--- src/rtl/router_fifo.sv ---
// Per-port output FIFO of the 1x3 router: stores lfd-tagged bytes from the synchroniser
// and tracks read-side packet boundaries with a header-loaded byte counter.
module router_fifo #(
   parameter int DEPTH = 16,
   parameter int WIDTH = 8
) (
   input  logic             clk,
   input  logic             resetn,
   input  logic             soft_reset,
   input  logic             write_enb,
   input  logic             read_enb,
   input  logic             lfd_state,
   input  logic [WIDTH-1:0] data_in,
   output logic             full,
   output logic             empty,
   output logic [WIDTH-1:0] data_out,
   output logic             pkt_active
);

   localparam int AW = $clog2(DEPTH);
   localparam logic [AW:0] PTR_ONE = {{AW{1'b0}}, 1'b1};

   logic [WIDTH:0] mem [DEPTH];
   logic [AW:0]    wr_ptr;
   logic [AW:0]    rd_ptr;
   logic [6:0]     pkt_cnt;
   logic           wr_acc;
   logic           rd_acc;
   logic [WIDTH:0] rd_entry;

   // Extra MSB on each pointer tells a full ring from an empty one
   assign empty    = (wr_ptr == rd_ptr);
   assign full     = (wr_ptr[AW-1:0] == rd_ptr[AW-1:0]) && (wr_ptr[AW] != rd_ptr[AW]);
   assign wr_acc   = write_enb && !full;
   assign rd_acc   = read_enb && !empty;
   assign rd_entry = mem[rd_ptr[AW-1:0]];

   assign pkt_active = (pkt_cnt != 7'd0);

   // Storage is never cleared; a flush only needs the pointers to collapse
   always_ff @(posedge clk) begin
      if (resetn && !soft_reset && wr_acc)
         mem[wr_ptr[AW-1:0]] <= {lfd_state, data_in};
   end

   always_ff @(posedge clk or negedge resetn) begin
      if (!resetn) begin
         wr_ptr   <= '0;
         rd_ptr   <= '0;
         pkt_cnt  <= '0;
         data_out <= '0;
      end else if (soft_reset) begin
         wr_ptr   <= '0;
         rd_ptr   <= '0;
         pkt_cnt  <= '0;
         data_out <= '0;
      end else begin
         if (wr_acc)
            wr_ptr <= wr_ptr + PTR_ONE;
         if (rd_acc) begin
            rd_ptr   <= rd_ptr + PTR_ONE;
            data_out <= rd_entry[WIDTH-1:0];
            // Header byte bits [7:2] carry payload length; +1 covers the parity byte
            if (rd_entry[WIDTH])
               pkt_cnt <= {1'b0, rd_entry[7:2]} + 7'd1;
            else if (pkt_cnt != 7'd0)
               pkt_cnt <= pkt_cnt - 7'd1;
         end
      end
   end

endmodule

--- config.mk ---
export PLATFORM = sky130hd
export DESIGN_NAME = router_fifo
export DESIGN_NICKNAME = d
export VERILOG_FILES = /design/src/rtl/router_fifo.sv
export SDC_FILE = /design/constraint.sdc
export NUM_CORES = 1
export LEC_CHECK = 0
export ABC_AREA = 1
export CORE_MARGIN = 3
export CORE_UTILIZATION = 54
export DETAILED_ROUTE_END_ITERATION = 7
export PLACE_DENSITY = 0.69
export SLEW_MARGIN = 30
export SYNTH_ARGS = -nofsm -noshare
export SYNTH_HDL_FRONTEND = slang
export SYNTH_SLANG_ARGS = --single-unit
--- constraint.sdc ---
create_clock -name clk -period 2.6 [get_ports clk]
set_input_delay 0.78 -clock clk [delete_from_list [all_inputs] [get_ports clk]]
set_output_delay 0.78 -clock clk [all_outputs]
set_load 0.01 [all_outputs]
# After elaboration in Yosys (flattened, before gate mapping)
# Memories as Yosys holds them, arrays and structs flattened.
# Index checks and enable logic that the tools add are counted.
# totals
ff_bits	25
ram_bits	144
inputBits	14
output_inout_bits	11
n_memories	1
# classes
n_addsub	4
eq_ne	3
muxes	12
reduce_logical	13
# mem_list
name	depth	word_bits	read_ports	rd_ports_with_merged_regs	wr	line	rtl
mem	16	9	1	0	1	23	logic [WIDTH:0] mem [DEPTH];
# ops
operator	n
$mux W7	4
$mux W5	4
$mux W8	2
$add A5 B1 Y5 const B	2
$add A6 B1 Y7 const B	1
$reduce_bool A7 Y1	1
$sub A7 B1 Y7 const B	1
$eq A5 B5 Y1	1
$logic_and A1 B1 Y1	5
$eq A4 B4 Y1	1
$reduce_bool A2 Y1	2
$logic_not A1 Y1	3
$reduce_bool A3 Y1	1
$mux W1	2
$reduce_and A2 Y1	1
$ne A1 B1 Y1	1

# Longest topological paths before layout
# Gate-level depths: netlist of the first run.
# depth
ltp_word	7
depth_mapped	17

# Least setup slack after synthesis of the first run
# No wires, ideal clock.
# synth_timing
path_type	register to register
start	reg rd_ptr[1]
end	mem mem[11][0] (netlist bit) (enable)
arrival_ps	1797
required_time_ps	2213
setup_slack_ps	417
path_stages_with_launch	9
path_buffers	1
period_less_slack_ps	2183
path_cell_list	dfrtp_1 -> buf_4 -> xnor2_1 -> nand4_1 -> or2_2 -> nand2_1 -> inv_1 -> nand2_1 -> nor3_1
# synth_between
elab_chain_cells	7
# synth_rtl
element	line	rtl
start, declared	25	logic [AW:0] rd_ptr;
start signal, assigned	61	rd_ptr <= rd_ptr + PTR_ONE;
$eq A4 B4 Y1	33	assign full = (wr_ptr[AW-1:0] == rd_ptr[AW-1:0]) && (wr_ptr[AW] != rd_ptr[AW]);
$logic_and A1 B1 Y1	33	
$logic_not A1 Y1	34	assign wr_acc = write_enb && !full;
$logic_and A1 B1 Y1	34	
$logic_and A1 B1 Y1	42	if (resetn && !soft_reset && wr_acc)
$mux W1	42	
$mux W1 (not written as such)	43	mem[wr_ptr[AW-1:0]] <= {lfd_state, data_in};
end, declared	23	
# Every way passes these cells.

# Worst setup path after layout of the first run
# layout_timing
start	reg pkt_cnt[0]
end	out pkt_active
# layout_between
elab_chain_cells	1
# layout_rtl
element	line	rtl
start, declared	26	logic [6:0] pkt_cnt;
start signal, assigned	65	pkt_cnt <= {1'b0, rd_entry[7:2]} + 7'd1;
start signal, assigned	67	pkt_cnt <= pkt_cnt - 7'd1;
$reduce_bool A7 Y1	38	assign pkt_active = (pkt_cnt != 7'd0);
end, declared	17	output logic pkt_active
# Every way passes these cells.

==> impl_metrics.json, run 1 <==
{
  "place_area_um2": 8060,
  "r2r-end": "pkt_cnt[6]",
  "met3_usage_pct": 4.41,
  "power.leakage_nw": 3.53,
  "start_util_pct": 55.9,
  "port_buffers": 24,
  "die_y_um": 124,
  "die-area_um2": 15300,
  "ys_ff_latch": 169,
  "worst_pin_slew_ns": 0.735,
  "vias": 5307,
  "cts_tree": "done",
  "drv_slew": 0,
  "track_usage_pct": 24.4,
  "synth_nets": 741,
  "async_flop_share_pct": 14.8,
  "fill_cells": 1026,
  "yosys.area.top_type": "edfxtp_1",
  "setup_violations": 0,
  "antenna_found_initial": 0,
  "grt_use_met2_pct": 39.5,
  "synth_area_leaders": "edfxtp_1, nand2_1, dfrtp_1, nor2_1, nand3_1",
  "syn_avg_cell_area_um2": 10.4,
  "area_delta_synth_final_pct": 16.5,
  "hold_viol_final": 0,
  "ir_worst_vdd_mv": 0.523,
  "ys.flop_type": "edfxtp_1",
  "finish.utilization_pct": 65.1,
  "busiest_layer": "met2",
  "required_ns": 1.82,
  "grt_pass1_wl_mm": 27.6,
  "clkSinkCount": 169,
  "grt_overflow_total": 0,
  "fin_nets": 797,
  "io-pin-count": 25,
  "diodes": 0,
  "cp_top_family": "simple AND/OR/NAND/NOR gates",
  "coreArea_um2": 13400,
  "drc": 0,
  "rr_worst_depth": 16,
  "die_x_um": 124,
  "cts.path.max_buffers": 2,
  "num_rows": 42,
  "synth-edff-count": 144,
  "synth_cells": 720,
  "cap_violations": 0,
  "period_needed_ns": 2.50,
  "drive_gt1_share_pct": 12.4,
  "grt_util_met1_pct": 33.6,
  "postLayoutCellArea_um2": 8730,
  "avgRoutedWirePerCell_um": 18.0,
  "synth_cell_types": 35,
  "dp.cells": 929,
  "cts.clk_slew.worst_paths_ns": 0.06,
  "insertion_delay_ns": 0.42,
  "grt_max_degree": 49,
  "cp_slowest_cell": "dfrtp_1",
  "cts_buffers": 17,
  "drt_iter0_drc": 425,
  "cts_max_level": 4,
  "dr.pass1.iters": 5,
  "vias_per_cell": 5.50,
  "max_freq_ghz": 0.400,
  "worstPathArrival_ns": 1.72,
  "cp-startpoint": "pkt_cnt[0]",
  "dp_hpwl_mm": 11.5,
  "finalWirelength_mm": 17.4,
  "max_stage_delay_ns": 0.37,
  "hold_path_class": "register to register",
  "maxSlewHeadroom_pct": 50.8,
  "crit_end": "pkt_active",
  "start_kind": "register",
  "final_cells": 965,
  "crit_cells": 6,
  "place.gp.congestion": 0.883,
  "fin_crit_sh_pct": 96.2,
  "finClkSkew_ns": 0.00505,
  "yosysTopAreaCellShare_pct": 57.7,
  "rrSetupSlack_ns": 0.22,
  "path_cells": "inv_2 -> ha_2 -> nand2_2 -> nor4_4 -> nand2_1 -> clkdlybuf4s15_1",
  "grt_pass1_vias": 5088,
  "path_buf_inv": 2,
  "cp-end-kind": "primary output",
  "r2r-start": "rd_ptr[1]",
  "detail-route-antenna-nets": 0,
  "cts-root-buf": "clkbuf_16",
  "seq_area_frac_synth_pct": 66.1,
  "synth_area_um2": 7490,
  "ys_warn_count": 0,
  "cp_max_fo": 4,
  "power_density_nw_per_um2": 784,
  "outcome": "finished, final reports clean",
  "path_class": "register to primary output"
}
## kinds of logic after synthesis
kind of cell,after synthesis,synth area share (%)
AO/OA/AOI/OAI,84,6.38
AND/OR/NAND/NOR,346,18.8
buffers and inverters,105,6.50
flip-flops,169,66.1
XOR/XNOR,9,1.05
adder cells (fa/ha/maj),7,1.17
## stage by stage
step	setup WS, ns	hold WS, ns	setup TNS, ns	power [W]
finish	0.0979	0.521	0	0.00684
detailed placement	0.114	0.506	0	0.00430
floorplan	0.417	0.484	0	0.00391
global route	-0.0195	0.549	-0.0195	0.00712
global placement	0.160	0.506	0	0.00426
CTS	0.0289	0.525	0	0.00680
## worst min path at each step
stage	cells after the start	start	slack, ns	endpoint
2_1_floorplan	0	resetn	0.48	data_out[0]
3_5_place_dp	2	data_out[1]	0.51	data_out[1]
4_1_cts	2	data_out[1]	0.53	data_out[1]
6_report	2	data_out[1]	0.52	data_out[1]
5_1_grt	2	data_out[1]	0.55	data_out[1]
3_3_place_gp	2	data_out[1]	0.51	data_out[1]
## power by group
group          switching [W]  leakage [nW]  internal (W)
sequential         0.0000609          1.63       0.00301
clock                0.00102         0.277       0.00150
combinational       0.000784          1.62      0.000470
total                0.00186          3.53       0.00498
## what timing repair did
item	in CTS	in global routing
pin swaps	1	2
setup buffers	2	2
hold buffers	0	0
hold endpoints to repair	0	0
gates resized for setup	5	20
endpoints found under the setup margin	3	6
## cell usage in the layout (no fill, tap or decap), types with 8 or more instances in the layout
master	count
nand2_1	188
edfxtp_1	144
nor2_1	81
inv_1	68
nand3_1	58
o21ai_0	48
buf_4	37
dfrtp_1	22
clkdlybuf4s50_1	21
clkbuf_16	17
o21ai_1	10
o22ai_1	8
## synthesized netlist by cell type, types with 7 or more instances
master / count
nand2_1: 190
edfxtp_1: 144
nor2_1: 81
inv_1: 70
nand3_1: 58
o21ai_0: 49
dfrtp_1: 25
buf_2: 11
o21ai_1: 9
buf_6: 8
o22ai_1: 8
ha_1: 7
## layer usage
metal / up-vias / share of wire [%] / routed length (um)
met5: - / 0 / 0
met3: 24 / 6.6 / 1150
li1: 2516 / - / -
met1: 2585 / 42 / 7260
met4: 0 / 1.8 / 314
met2: 182 / 50 / 8680
## worst min-delay path: cells and delay by family (launching register included)
family / cells / cell delay [ns]
flops: 1 / 0.35
simple gates: 2 / 0.14
## state kept, by name, indices dropped and copies added (netlist names)
signal and count:
mem 144, wr_ptr 5, data_out 8, pkt_cnt 7, rd_ptr 5
## layout make-up
type / instances / area, um2 / area share [%]
Clock inverter: 14 / 156 / 1.79
Clock buffer: 18 / 429 / 4.92
Multi-Input combinational cell: 446 / 2100 / 24.0
Timing Repair Buffer: 66 / 586 / 6.71
Sequential cell: 169 / 4950 / 56.8
Tap cell: 176 / 220 / 2.52
Inverter: 76 / 285 / 3.27
Note: power is estimated with default switching activity, not from simulation.
==> run 2, diff against run 1 <==
REMOVE_ABC_BUFFERS = 1   (was unset)
clock period = 3 ns   (was 2.6 ns; I/O delays follow)
==> impl_metrics.json, run 2 (synthesized netlist as in run 1, its figures left out) <==
{
  "outcome": "finished, final reports clean",
  "grt_overflow_total": 0,
  "drv_slew": 0,
  "rsz0062_at_grt": "false",
  "diodes": 0,
  "hold_viol_final": 0,
  "cp-end-kind": "primary output",
  "drive_gt1_share_pct": 10.8,
  "fin_crit_sh_pct": 97.2,
  "fin_nets": 793,
  "finish.utilization_pct": 64.4,
  "port_buffers": 24,
  "grt_pass1_wl_mm": 26.4,
  "drt_iter0_drc": 516,
  "finalWirelength_mm": 17.1,
  "power_density_nw_per_um2": 669,
  "hold_path_class": "register to register",
  "start_kind": "register",
  "cts_tree": "done",
  "ir_worst_vdd_mv": 0.454,
  "vias": 5263,
  "cap_violations": 0,
  "grt_pass1_vias": 4966,
  "clkSinkCount": 169,
  "setup_tns_ns": 0,
  "dp_hpwl_mm": 11.3,
  "cts.clk_slew.worst_paths_ns": 0.06,
  "finClkSkew_ns": 0.00706,
  "path_class": "register to primary output",
  "track_usage_pct": 23.5,
  "dr.pass1.iters": 5,
  "power.leakage_nw": 3.50,
  "required_ns": 2.10,
  "largest_register_ffs": 144,
  "mostFrequentLayoutCells": "nand2_1, edfxtp_1, nor2_1",
  "drc": 0,
  "io-pin-count": 25,
  "avgRoutedWirePerCell_um": 17.8,
  "worst_pin_slew_ns": 0.759,
  "cts-root-buf": "clkbuf_16",
  "maxSlewHeadroom_pct": 49.2,
  "area_delta_synth_final_pct": 15.2,
  "die-area_um2": 15300,
  "cp_max_fo": 4,
  "start_util_pct": 55.9,
  "antenna_found_initial": 0,
  "worstPathArrival_ns": 2.02,
  "detail-route-antenna-nets": 0,
  "die_y_um": 124,
  "cts.path.max_buffers": 2,
  "num_rows": 42,
  "cts_max_level": 4,
  "grt_max_degree": 60,
  "die_x_um": 124,
  "setup_violations": 0,
  "period_needed_ns": 2.92,
  "coreArea_um2": 13400,
  "place.gp.congestion": 0.896,
  "postCtsSetupBuffers": 0,
  "vias_per_cell": 5.48,
  "max_freq_ghz": 0.343,
  "final_common_cell": "nand2_1",
  "cts_buffers": 17,
  "insertion_delay_ns": 0.42
}
[run 2: cell types whose count changed in the layout (fill, tap and decap cells not counted), sizes merged]
cell | previous run | this run
dlymetal6s2s | 0 | 2
clkbuf | 20 | 17
clkinv | 10 | 14
clkdlybuf4s50 | 21 | 22
buf | 42 | 38
clkdlybuf4s15 | 1 | 0
bufinv | 3 | 2
clkinvlp | 4 | 2
[run 2: layout make-up]
class                      count  area (um2)
sequential                   169        4960
fill                        1035        4770
multi-input combinational    446        2080
timing repair buffer          62         531
clock buffer                  17         425
inverter                      76         285
tap                          176         220
clock inverter                15         135
[run 2: path summary, 6_finish.rpt]
path	depth (start not counted)	endpoint	startpoint	slack (ns)
max	5	empty	wr_ptr[3]	0.08
min	2	data_out[0]	data_out[0]	0.52
max reg2reg	15	pkt_cnt[4]	rd_ptr[1]	0.43
min reg2reg	2	data_out[0]	data_out[0]	0.52
max in group asynchronous	2	rd_ptr[3]	resetn	1.72
min in group asynchronous	2	pkt_cnt[4]	resetn	1.00
[run 2: through the flow]
step	std cells	area (um2)	total power, W	hold WS [ns]	setup slack [ns]
floorplan	691	7290	0.00331	0.490	-0.424
global placement	929	8040	0.00369	0.498	0.278
detailed placement	929	8040	0.00371	0.503	0.234
CTS	961	8600	0.00576	0.522	0.0226
global route	961	8630	0.00602	0.543	0.000521
finish	961	8630	0.00577	0.515	0.0831
[run 2: routing by layer]
layer  global-route usage [%]  wire, um
met5                        0         0
met4                     9.69       461
met3                     3.95       999
met2                     37.1      8190
met1                     32.8      7480
[run 2: what timing repair did]
action                     CTS  global route
resized for setup            1             8
setup endpoints to repair    1             3
pin swaps                    0             1
hold endpoints to repair     0             0
hold buffers                 0             0
[run 2: worst max-delay path: stages, from the launching register on]
cell	delay [ns]
dfrtp_1	0.43
xnor2_2	0.20
nand4_1	0.12
or2_1	0.26
inv_1	0.06
clkdlybuf4s50_1	0.52
[run 2: power by group]
part / internal, W / total [W] / switching, W / leakage, nW
sequential: 0.00261 / 0.00266 / 0.0000514 / 1.63
clock: 0.00121 / 0.00207 / 0.000864 / 0.270
combinational: 0.000378 / 0.00104 / 0.000663 / 1.60
total: 0.00420 / 0.00577 / 0.00158 / 3.50
